## src/rtl/divider_6_pkg.sv

```systemverilog
// Shared types and constants for the divider_6 sign-magnitude divider.
// Latency: n/a (declarations only).
// Backpressure: n/a.
package divider_6_pkg;

  // Default operand magnitude widths: 16-bit dividend, 8-bit divisor.
  localparam int DW_DEF = 16;
  localparam int VW_DEF = 8;

  // Iteration counter width for the default dividend width.
  localparam int CNT_W = $clog2(DW_DEF);

  // Saturated quotient magnitude returned on divide-by-zero.
  localparam logic [DW_DEF-1:0] Q_SAT = {DW_DEF{1'b1}};

  typedef enum logic [1:0] {
    IDLE = 2'd0,
    CALC = 2'd1,
    DONE = 2'd2
  } state_t;

endpackage

```

## src/rtl/div_step_6.sv

```systemverilog
// One restoring-division step: shift in a dividend bit, trial-subtract, keep or restore.
// Latency: combinational.
// Backpressure: none.
module div_step_6 #(
  parameter int VW = 8
) (
  input  logic [VW:0]   rem_in,
  input  logic          bit_in,
  input  logic [VW-1:0] div,
  output logic [VW:0]   rem_out,
  output logic          q_bit
);

  logic [VW:0]   shifted;
  logic [VW+1:0] diff;
  logic          unused_rem_msb;

  // The partial remainder entering a step is always below the divisor, so
  // its MSB is zero and dropping it on the shift loses nothing.
  assign unused_rem_msb = rem_in[VW];

  // Shift, trial subtract, and pick the restored or reduced remainder.
  always_comb begin
    shifted = {rem_in[VW-1:0], bit_in};
    diff    = {1'b0, shifted} - {2'b00, div};
    q_bit   = ~diff[VW+1];
    rem_out = q_bit ? diff[VW:0] : shifted;
  end

endmodule

```

## src/rtl/divider_6.sv

```systemverilog
// Sequential sign-magnitude restoring divider, one quotient bit per clock; DIVIDER_6_ROUND_EN enables round-half-up.
// Latency: rdy pulses DW+1 edges after the start edge (17 at default), fixed for all operands.
// Backpressure: start is ignored while busy; accepted again on the edge after rdy.
module divider_6
  import divider_6_pkg::*;
#(
  parameter int DW = DW_DEF,
  parameter int VW = VW_DEF
) (
  input  logic          clk,
  input  logic          rst,
  input  logic          start,
  input  logic [DW:0]   dividend,
  input  logic [VW:0]   divisor,
  output logic [DW:0]   quot,
  output logic [VW-1:0] rem,
  output logic          busy,
  output logic          rdy,
  output logic          div_zero
);

  localparam int CW = (DW > 1) ? $clog2(DW) : 1;

`ifdef DIVIDER_6_ROUND_EN
  localparam bit ROUND_EN = 1'b1;
`else
  localparam bit ROUND_EN = 1'b0;
`endif

  state_t        state;
  logic [CW-1:0] cnt;
  logic [VW:0]   pr;       // partial remainder
  logic [DW-1:0] qr;       // dividend bits shifting out, quotient bits shifting in
  logic [VW-1:0] dvs;      // divisor magnitude
  logic [VW-1:0] dvd_lo;   // low dividend bits reported as remainder on divide-by-zero
  logic          s_dvd;
  logic          s_dvs;
  logic          dz;

  logic [VW:0]   pr_nxt;
  logic          q_bit;

  logic          round_up;
  logic [DW-1:0] fin_mag;
  logic          fin_sign;
  logic [VW-1:0] fin_rem;

  div_step_6 #(.VW(VW)) u_step (
    .rem_in  (pr),
    .bit_in  (qr[DW-1]),
    .div     (dvs),
    .rem_out (pr_nxt),
    .q_bit   (q_bit)
  );

  // Final magnitude, sign and remainder from the completed iteration registers.
  always_comb begin
    round_up = ROUND_EN && ({pr[VW-1:0], 1'b0} >= {1'b0, dvs});
    if (dz) begin
      fin_mag = {DW{1'b1}};
    end else if (round_up && (qr != {DW{1'b1}})) begin
      fin_mag = qr + 1'b1;
    end else begin
      fin_mag = qr;
    end
    // No negative zero.
    fin_sign = (s_dvd ^ s_dvs) & (|fin_mag);
    fin_rem  = dz ? dvd_lo : pr[VW-1:0];
  end

  // Control FSM plus datapath and output registers.
  always_ff @(posedge clk or posedge rst) begin
    if (rst) begin
      state    <= IDLE;
      cnt      <= '0;
      pr       <= '0;
      qr       <= '0;
      dvs      <= '0;
      dvd_lo   <= '0;
      s_dvd    <= 1'b0;
      s_dvs    <= 1'b0;
      dz       <= 1'b0;
      quot     <= '0;
      rem      <= '0;
      busy     <= 1'b0;
      rdy      <= 1'b0;
      div_zero <= 1'b0;
    end else begin
      case (state)
        IDLE: begin
          rdy <= 1'b0;
          if (start) begin
            qr       <= dividend[DW-1:0];
            dvd_lo   <= dividend[VW-1:0];
            s_dvd    <= dividend[DW];
            dvs      <= divisor[VW-1:0];
            s_dvs    <= divisor[VW];
            dz       <= (divisor[VW-1:0] == '0);
            pr       <= '0;
            cnt      <= CW'(DW - 1);
            busy     <= 1'b1;
            div_zero <= 1'b0;
            state    <= CALC;
          end
        end
        CALC: begin
          pr  <= pr_nxt;
          qr  <= {qr[DW-2:0], q_bit};
          cnt <= cnt - 1'b1;
          if (cnt == '0) begin
            state <= DONE;
          end
        end
        DONE: begin
          quot     <= {fin_sign, fin_mag};
          rem      <= fin_rem;
          div_zero <= dz;
          rdy      <= 1'b1;
          busy     <= 1'b0;
          state    <= IDLE;
        end
        default: begin
          state <= IDLE;
          rdy   <= 1'b0;
          busy  <= 1'b0;
        end
      endcase
    end
  end

endmodule
```

## config.mk

```make
export PLATFORM = sky130hd
export DESIGN_NAME = divider_6
export DESIGN_NICKNAME = d
export VERILOG_FILES = /design/src/rtl/divider_6_pkg.sv /design/src/rtl/div_step_6.sv /design/src/rtl/divider_6.sv
export SDC_FILE = /design/constraint.sdc
export NUM_CORES = 1
export LEC_CHECK = 0
export BUFFER_PORTS_ARGS = -buffer_cell sky130_fd_sc_hd__buf_2
export CORE_ASPECT_RATIO = 0.6
export CORE_MARGIN = 8
export CORE_UTILIZATION = 40
export CTS_CLUSTER_DIAMETER = 120
export DETAILED_ROUTE_END_ITERATION = 12
export SLEW_MARGIN = 20
export SYNTH_ARGS = -nofsm -noshare
export SYNTH_HDL_FRONTEND = slang
export SYNTH_SLANG_ARGS = --single-unit
export TNS_END_PERCENT = 100
```

## constraint.sdc

```tcl
create_clock -name clk -period 2.3 [get_ports clk]
set_clock_uncertainty 0.15 [all_clocks]
set_input_delay 0.345 -clock clk [delete_from_list [all_inputs] [get_ports clk]]
set_output_delay 0.345 -clock clk [all_outputs]
set_load 0.02 [all_outputs]
```

==> impl_metrics.toml, run 1 <==
[outcome]
status = "completed"

[worst_setup_path]
max_stage_delay_ps = 410
crit_fanout = 7
cp-start-kind = "register"
crit_chain = "ha_1 -> inv_2 -> or3_4 -> o21a_2 -> buf_4 -> o31ai_1"
cp_slowest_cell = "dfrtp_1"
cp.arrival_ps = 2270
cp-end-kind = "register"
required_ps = 2370
crit_type = "register to register"

[floorplanning]
core_um2 = 8620
fp.dieH_um = 89.5
die-area_um2 = 12400
io_pins = 57
start_util_pct = 41.8
die_w_um = 139
rows = 26

[clocking]
clk_pin_slew_ps = 50
numCtsBuffers = 9
clock_sinks = 77
cts_buffer_depth = 2
insertion_delay_ps = 330
cts_tree = "yes"
clock-root-buffer = "clkbuf_16"
cts_htree_levels = 3

[cells_and_area]
nFillCells = 826
final_nets = 491
final_common_cell = "nand2_1"
antenna_cells = 0
register_area_um2 = 1930
post-route-util_pct = 51.1
layout_common_cells = "nand2_1 (99), dfrtp_1 (77), buf_2 (56)"
syn2layout_area_growth_pct = 22.2
multi_input_area_um2 = 1550
layout-drive-gt1-share_pct = 22.5

[grt]
grt_first_pass_wirelength_mm = 15.9
grt_util_all_layers_pct = 16.3
globalRouteOverflowTotal = 0
grt_antenna_before_repair = 0
grt_pass1_vias = 3059
grt_max_degree = 53

[yosys]
synthCells = 391
synthDistinctLibCells = 47
ys_warn_count = 0
synth_seq_cells = 77
syn_avg_cell_area_um2 = 9.21
netlist_area_um2 = 3600
ys_async_sr_fraction_pct = 100
ys.flop_type = "dfrtp_1"
seq_area_frac_synth_pct = 53.5
synth_nets = 430
synth_edf_count = 0

[power_and_ir_drop]
clkPwrFrac_pct = 19.7
p_int_uw = 4180
ir_drop_mv = 0.765
p_leak_uw = 0.00214
p_seq_share_pct = 33.6
comb_power_share_pct = 46.6
power_switching_uw = 2840
switching_share_pct = 40.4
p_per_area_nw_per_um2 = 1590

[timing]
max_slew.worst_pin.slew_ps = 736
hold_ws_ps = 59.0
fmax_ghz = 0.455
setup_viol = 0
hold_viol = 0
period_share_pct = 95.5
finalCriticalPeriod_ps = 2200
slew-limit-headroom_pct = 50.5
drv_slew = 0

[placed_design]
routabilityCongestion = 0.877
dp_hpwl_mm = 6.99
io_buffers = 56

[route]
drt_iter0_markers = 197
vias = 2975
viasPerCell = 5.23
route.detailed.drc = 0
firstDrtPassIters = 5
wirelength_mm = 9.53
drt-wirelength-per-cell_um = 16.7
ant_nets = 0

[hold_path]
hold_path.class = "primary input to register"

[job]
max_cap_viol_count = 0
## layout make-up
cell class                 instances  area share (%)
clock inverter                     5            1.14
timing repair buffer              72            9.72
multi-input combinational        275            35.2
tap                              112            3.18
clock buffer                      11            5.51
inverter                          17            1.53
sequential                        77            43.8
## cell families (layout without fill, tap and decap cells)
kind of cell / after synthesis / after routing / share of synthesized area (%)
buffers and inverters: 39 / 105 / 4.52
AO/OA/AOI/OAI: 80 / 80 / 13.9
adder cells (fa/ha/maj): 10 / 10 / 3.68
multiplexers: 9 / 9 / 2.50
AND/OR/NAND/NOR: 172 / 172 / 20.9
XOR/XNOR: 4 / 4 / 0.973
flip-flops: 77 / 77 / 53.5
## synth_stat cells, types with 2 or more instances
master	count	share of area [%]
a31oi_1	2	0.35
inv_1	16	1.7
nand3b_1	2	0.42
nand2_1	99	10
nor2_1	29	3.0
o31ai_1	2	0.42
xor2_1	3	0.73
o21ai_1	2	0.28
a211oi_1	2	0.42
a22oi_1	14	2.9
buf_1	3	0.31
o21ai_0	42	5.8
nor4_1	5	0.87
buf_2	4	0.56
nor3b_1	2	0.42
a21oi_1	4	0.56
nand3_1	19	2.6
nor3_1	7	0.97
ha_1	9	3.1
a22o_2	2	0.56
clkbuf_1	13	1.4
dfrtp_1	77	53
mux2i_1	9	2.5
## per-stage QoR
| stage | setup slack [ps] | cell area (µm²) | cells | total power [µW] | TNS [ps] |
|---|---|---|---|---|---|
| final | 103 | 4400 | 569 | 7010 | 0 |
| after floorplan | 198 | 3610 | 391 | 4560 | 0 |
| after global placement | 93.3 | 4070 | 552 | 5430 | 0 |
| after detailed placement | -0.295 | 4070 | 552 | 5550 | -0.295 |
| after global routing | -7.14 | 4400 | 569 | 7600 | -7.14 |
| after CTS | 2.94 | 4380 | 569 | 6970 | 0 |
## layer usage
layer,vias up,track usage (%),part of all wire [%]
met5,-,0,0
met4,0,4.31,0.22
met3,2,5.31,6.2
met2,71,22.8,40
met1,1445,23.4,53
li1,1457,-,-
## timing repair
action	in CTS	in global routing
hold buffers	1	0
setup buffers	0	0
resized for setup	0	7
hold endpoints to repair	27	0
setup endpoints to repair	0	8
## power groups by stage
stage          clock [µW]  sequential [µW]  combinational, µW
2_1_floorplan           0             2400               2160
3_3_place_gp            0             2350               3070
3_5_place_dp            0             2380               3170
4_1_cts              1420             2350               3200
5_1_grt              1480             2430               3690
6_report             1390             2360               3270
## state kept, by name (all words and copies together), names as in the netlist, 2 cells and up
name    flops
dvd_lo      8
rem         8
qr         16
quot       17
state       2
cnt         4
dvs         8
pr          8
## worst max-delay path: cells and delay by family, from the launching register on
| family | cells | cell delay (ps) |
|---|---|---|
| compound gates | 2 | 530 |
| fa+ha+maj | 1 | 370 |
| buf+inv | 2 | 230 |
| flops | 1 | 410 |
| simple gates | 1 | 400 |
## path summary, 6_finish.rpt
check                            from  endpoint  slack [ps]  cells past startpoint
min reg2reg                  quot[14]  quot[14]         330                      2
max in group asynchronous         rst   quot[3]         870                      4
min                        divisor[8]     s_dvs          60                      3
max reg2reg                     pr[6]     pr[4]         100                      6
min in group asynchronous         rst  quot[13]         510                      3
max                             pr[6]     pr[4]         100                      6
No activity file was read; power rests on OpenSTA's default activity.
==> inputs of run 2 (changes only) <==
==> constraint.sdc (replaced) <==
create_clock -name clk -period 2.3 [get_ports clk]
set_clock_uncertainty 0.15 [all_clocks]
set_input_delay 0.46 -clock clk [delete_from_list [all_inputs] [get_ports clk]]
set_output_delay 0.46 -clock clk [all_outputs]
set_load 0.02 [all_outputs]
==> impl_metrics.toml, run 2 (same netlist as run 1, synthesis figures left out) <==
[timing]
rsz0062_at_grt = "true"
max_slew.worst_pin.slew_ps = 673
setup_slack_ps = 90.2
drv_slew = 0
slew-limit-headroom_pct = 55.1
setup-tns-final_ps = 0
finalCriticalPeriod_ps = 2210
hold_viol = 0
fmax_ghz = 0.453
setup_viol = 0
period_share_pct = 96.1

[worst_setup_path]
cp.arrival_ps = 2280
crit_cells = 6
cp_slowest_cell = "dfrtp_1"
required_ps = 2370
cp-end-kind = "register"
max_stage_delay_ps = 430
crit_fanout = 4
cp_num_buf_inv = 1
r2r_cells = 6
cp-start-kind = "register"
critPathTopFamily = "compound AO/OA/AOI/OAI gates"
crit_chain = "ha_1 -> inv_2 -> or3_4 -> o21ai_1 -> nor3_1 -> a311o_1"
crit_type = "register to register"

[clocking]
clock_sinks = 77
cts_tree = "yes"
numCtsBuffers = 9
cts_buffer_depth = 2
hold_buffers = 0
insertion_delay_ps = 330
cts_htree_levels = 3
clk_pin_slew_ps = 60
cts_setup_buffers = 0
clock-root-buffer = "clkbuf_16"

[cells_and_area]
layout-drive-gt1-share_pct = 22.3
post-route-cell-area_um2 = 4390
post-route-util_pct = 50.9
layout_common_cells = "nand2_1 (99), dfrtp_1 (77), buf_2 (56)"
regMostFlops = "quot"
antenna_cells = 0
largestRegisters = "quot (17), qr (16)"
multi_input_area_um2 = 1520
syn2layout_area_growth_pct = 21.8
register_area_um2 = 1930
final_common_cell = "nand2_1"
final_nets = 492
nFillCells = 816
largest_reg_flops = 17

[grt]
grt_pass1_vias = 2899
grt_first_pass_wirelength_mm = 15.4
globalRouteOverflowTotal = 0
grt_util_all_layers_pct = 16.1
grt_antenna_before_repair = 0
grt_max_degree = 53

[placed_design]
placed_area_um2 = 4080
pre_cts_ws_ps = 28.2
routabilityCongestion = 0.800
io_buffers = 56
dp_hpwl_mm = 6.86

[power_and_ir_drop]
p_total_uw = 6930
p_leak_uw = 0.00215
switching_share_pct = 40.0
p_seq_share_pct = 34.0
p_int_uw = 4160
comb_power_share_pct = 45.0
ir_drop_mv = 0.665
p_per_area_nw_per_um2 = 1580
clkPwrFrac_pct = 21.0
power_switching_uw = 2770

[route]
wl_met3_um = 649
drt-met1-wl_mm = 5.14
route.detailed.drc = 0
viasPerCell = 5.08
wl_met2_mm = 3.45
vias = 2897
drt-wirelength-per-cell_um = 16.3
firstDrtPassIters = 4
routed.top_layer = "met4"
ant_nets = 0
drt_iter0_markers = 193
wirelength_mm = 9.31

[floorplanning]
rows = 26
io_pins = 57
die-area_um2 = 12400
start_util_pct = 41.8
fp.dieH_um = 89.5
core_um2 = 8620
die_w_um = 139

[outcome]
status = "completed"

[hold_path]
hold_path.class = "primary input to async pin"

[job]
max_cap_viol_count = 0
run 2: changes by cell type in the layout (fill, tap and decap cells not counted), sizes merged:
| cell | before | now |
|---|---|---|
| clkbuf | 11 | 12 |
| clkinv | 4 | 3 |
| buf | 71 | 73 |
| dlygate4sd3 | 1 | 0 |
run 2: power groups by stage:
stage	registers [µW]	clock network, µW	logic (µW)
after floorplan	2400	0	2160
after global placement	2350	0	3030
after detailed placement	2370	0	3100
after CTS	2350	1500	3120
after global routing	2430	1560	3530
final	2360	1460	3120
run 2: cell type report:
class / count / share of cell area [%]
inverters: 17 / 1.54
repair buffers: 73 / 9.58
flip-flops and latches: 77 / 43.9
clock buffers: 12 / 6.07
well taps: 112 / 3.19
clock inverters: 4 / 1.03
multi-input cells: 275 / 34.7
run 2: worst paths after layout:
check | endpoint | from | slack, ps
max in group asynchronous | quot[1] | rst | 1360
setup reg to reg | pr[0] | pr[6] | 90
hold / removal | quot[11] | rst | 30
setup / recovery | pr[0] | pr[6] | 90
min in group clk | s_dvs | divisor[8] | 160
hold reg to reg | quot[16] | quot[16] | 320
run 2: metrics by stage:
stage          cells  hold WS [ps]
6_report         570          28.4
5_1_grt          570          85.4
4_1_cts          570          47.9
3_5_place_dp     554           316
3_3_place_gp     554           307
2_1_floorplan    391           295
run 2: timing repair:
item / 4_1_cts / 5_1_grt
hold endpoints to repair: 0 / 0
endpoints found under the setup margin: 0 / 8
gates resized for setup: 0 / 2
run 2: metal layers:
metal  vias to the layer above  global-route usage [%]
met5                         -                       0
met3                         5                    5.46
met2                        75                    20.0
li1                       1465                       -
met1                      1352                    24.2
met4                         0                    5.88
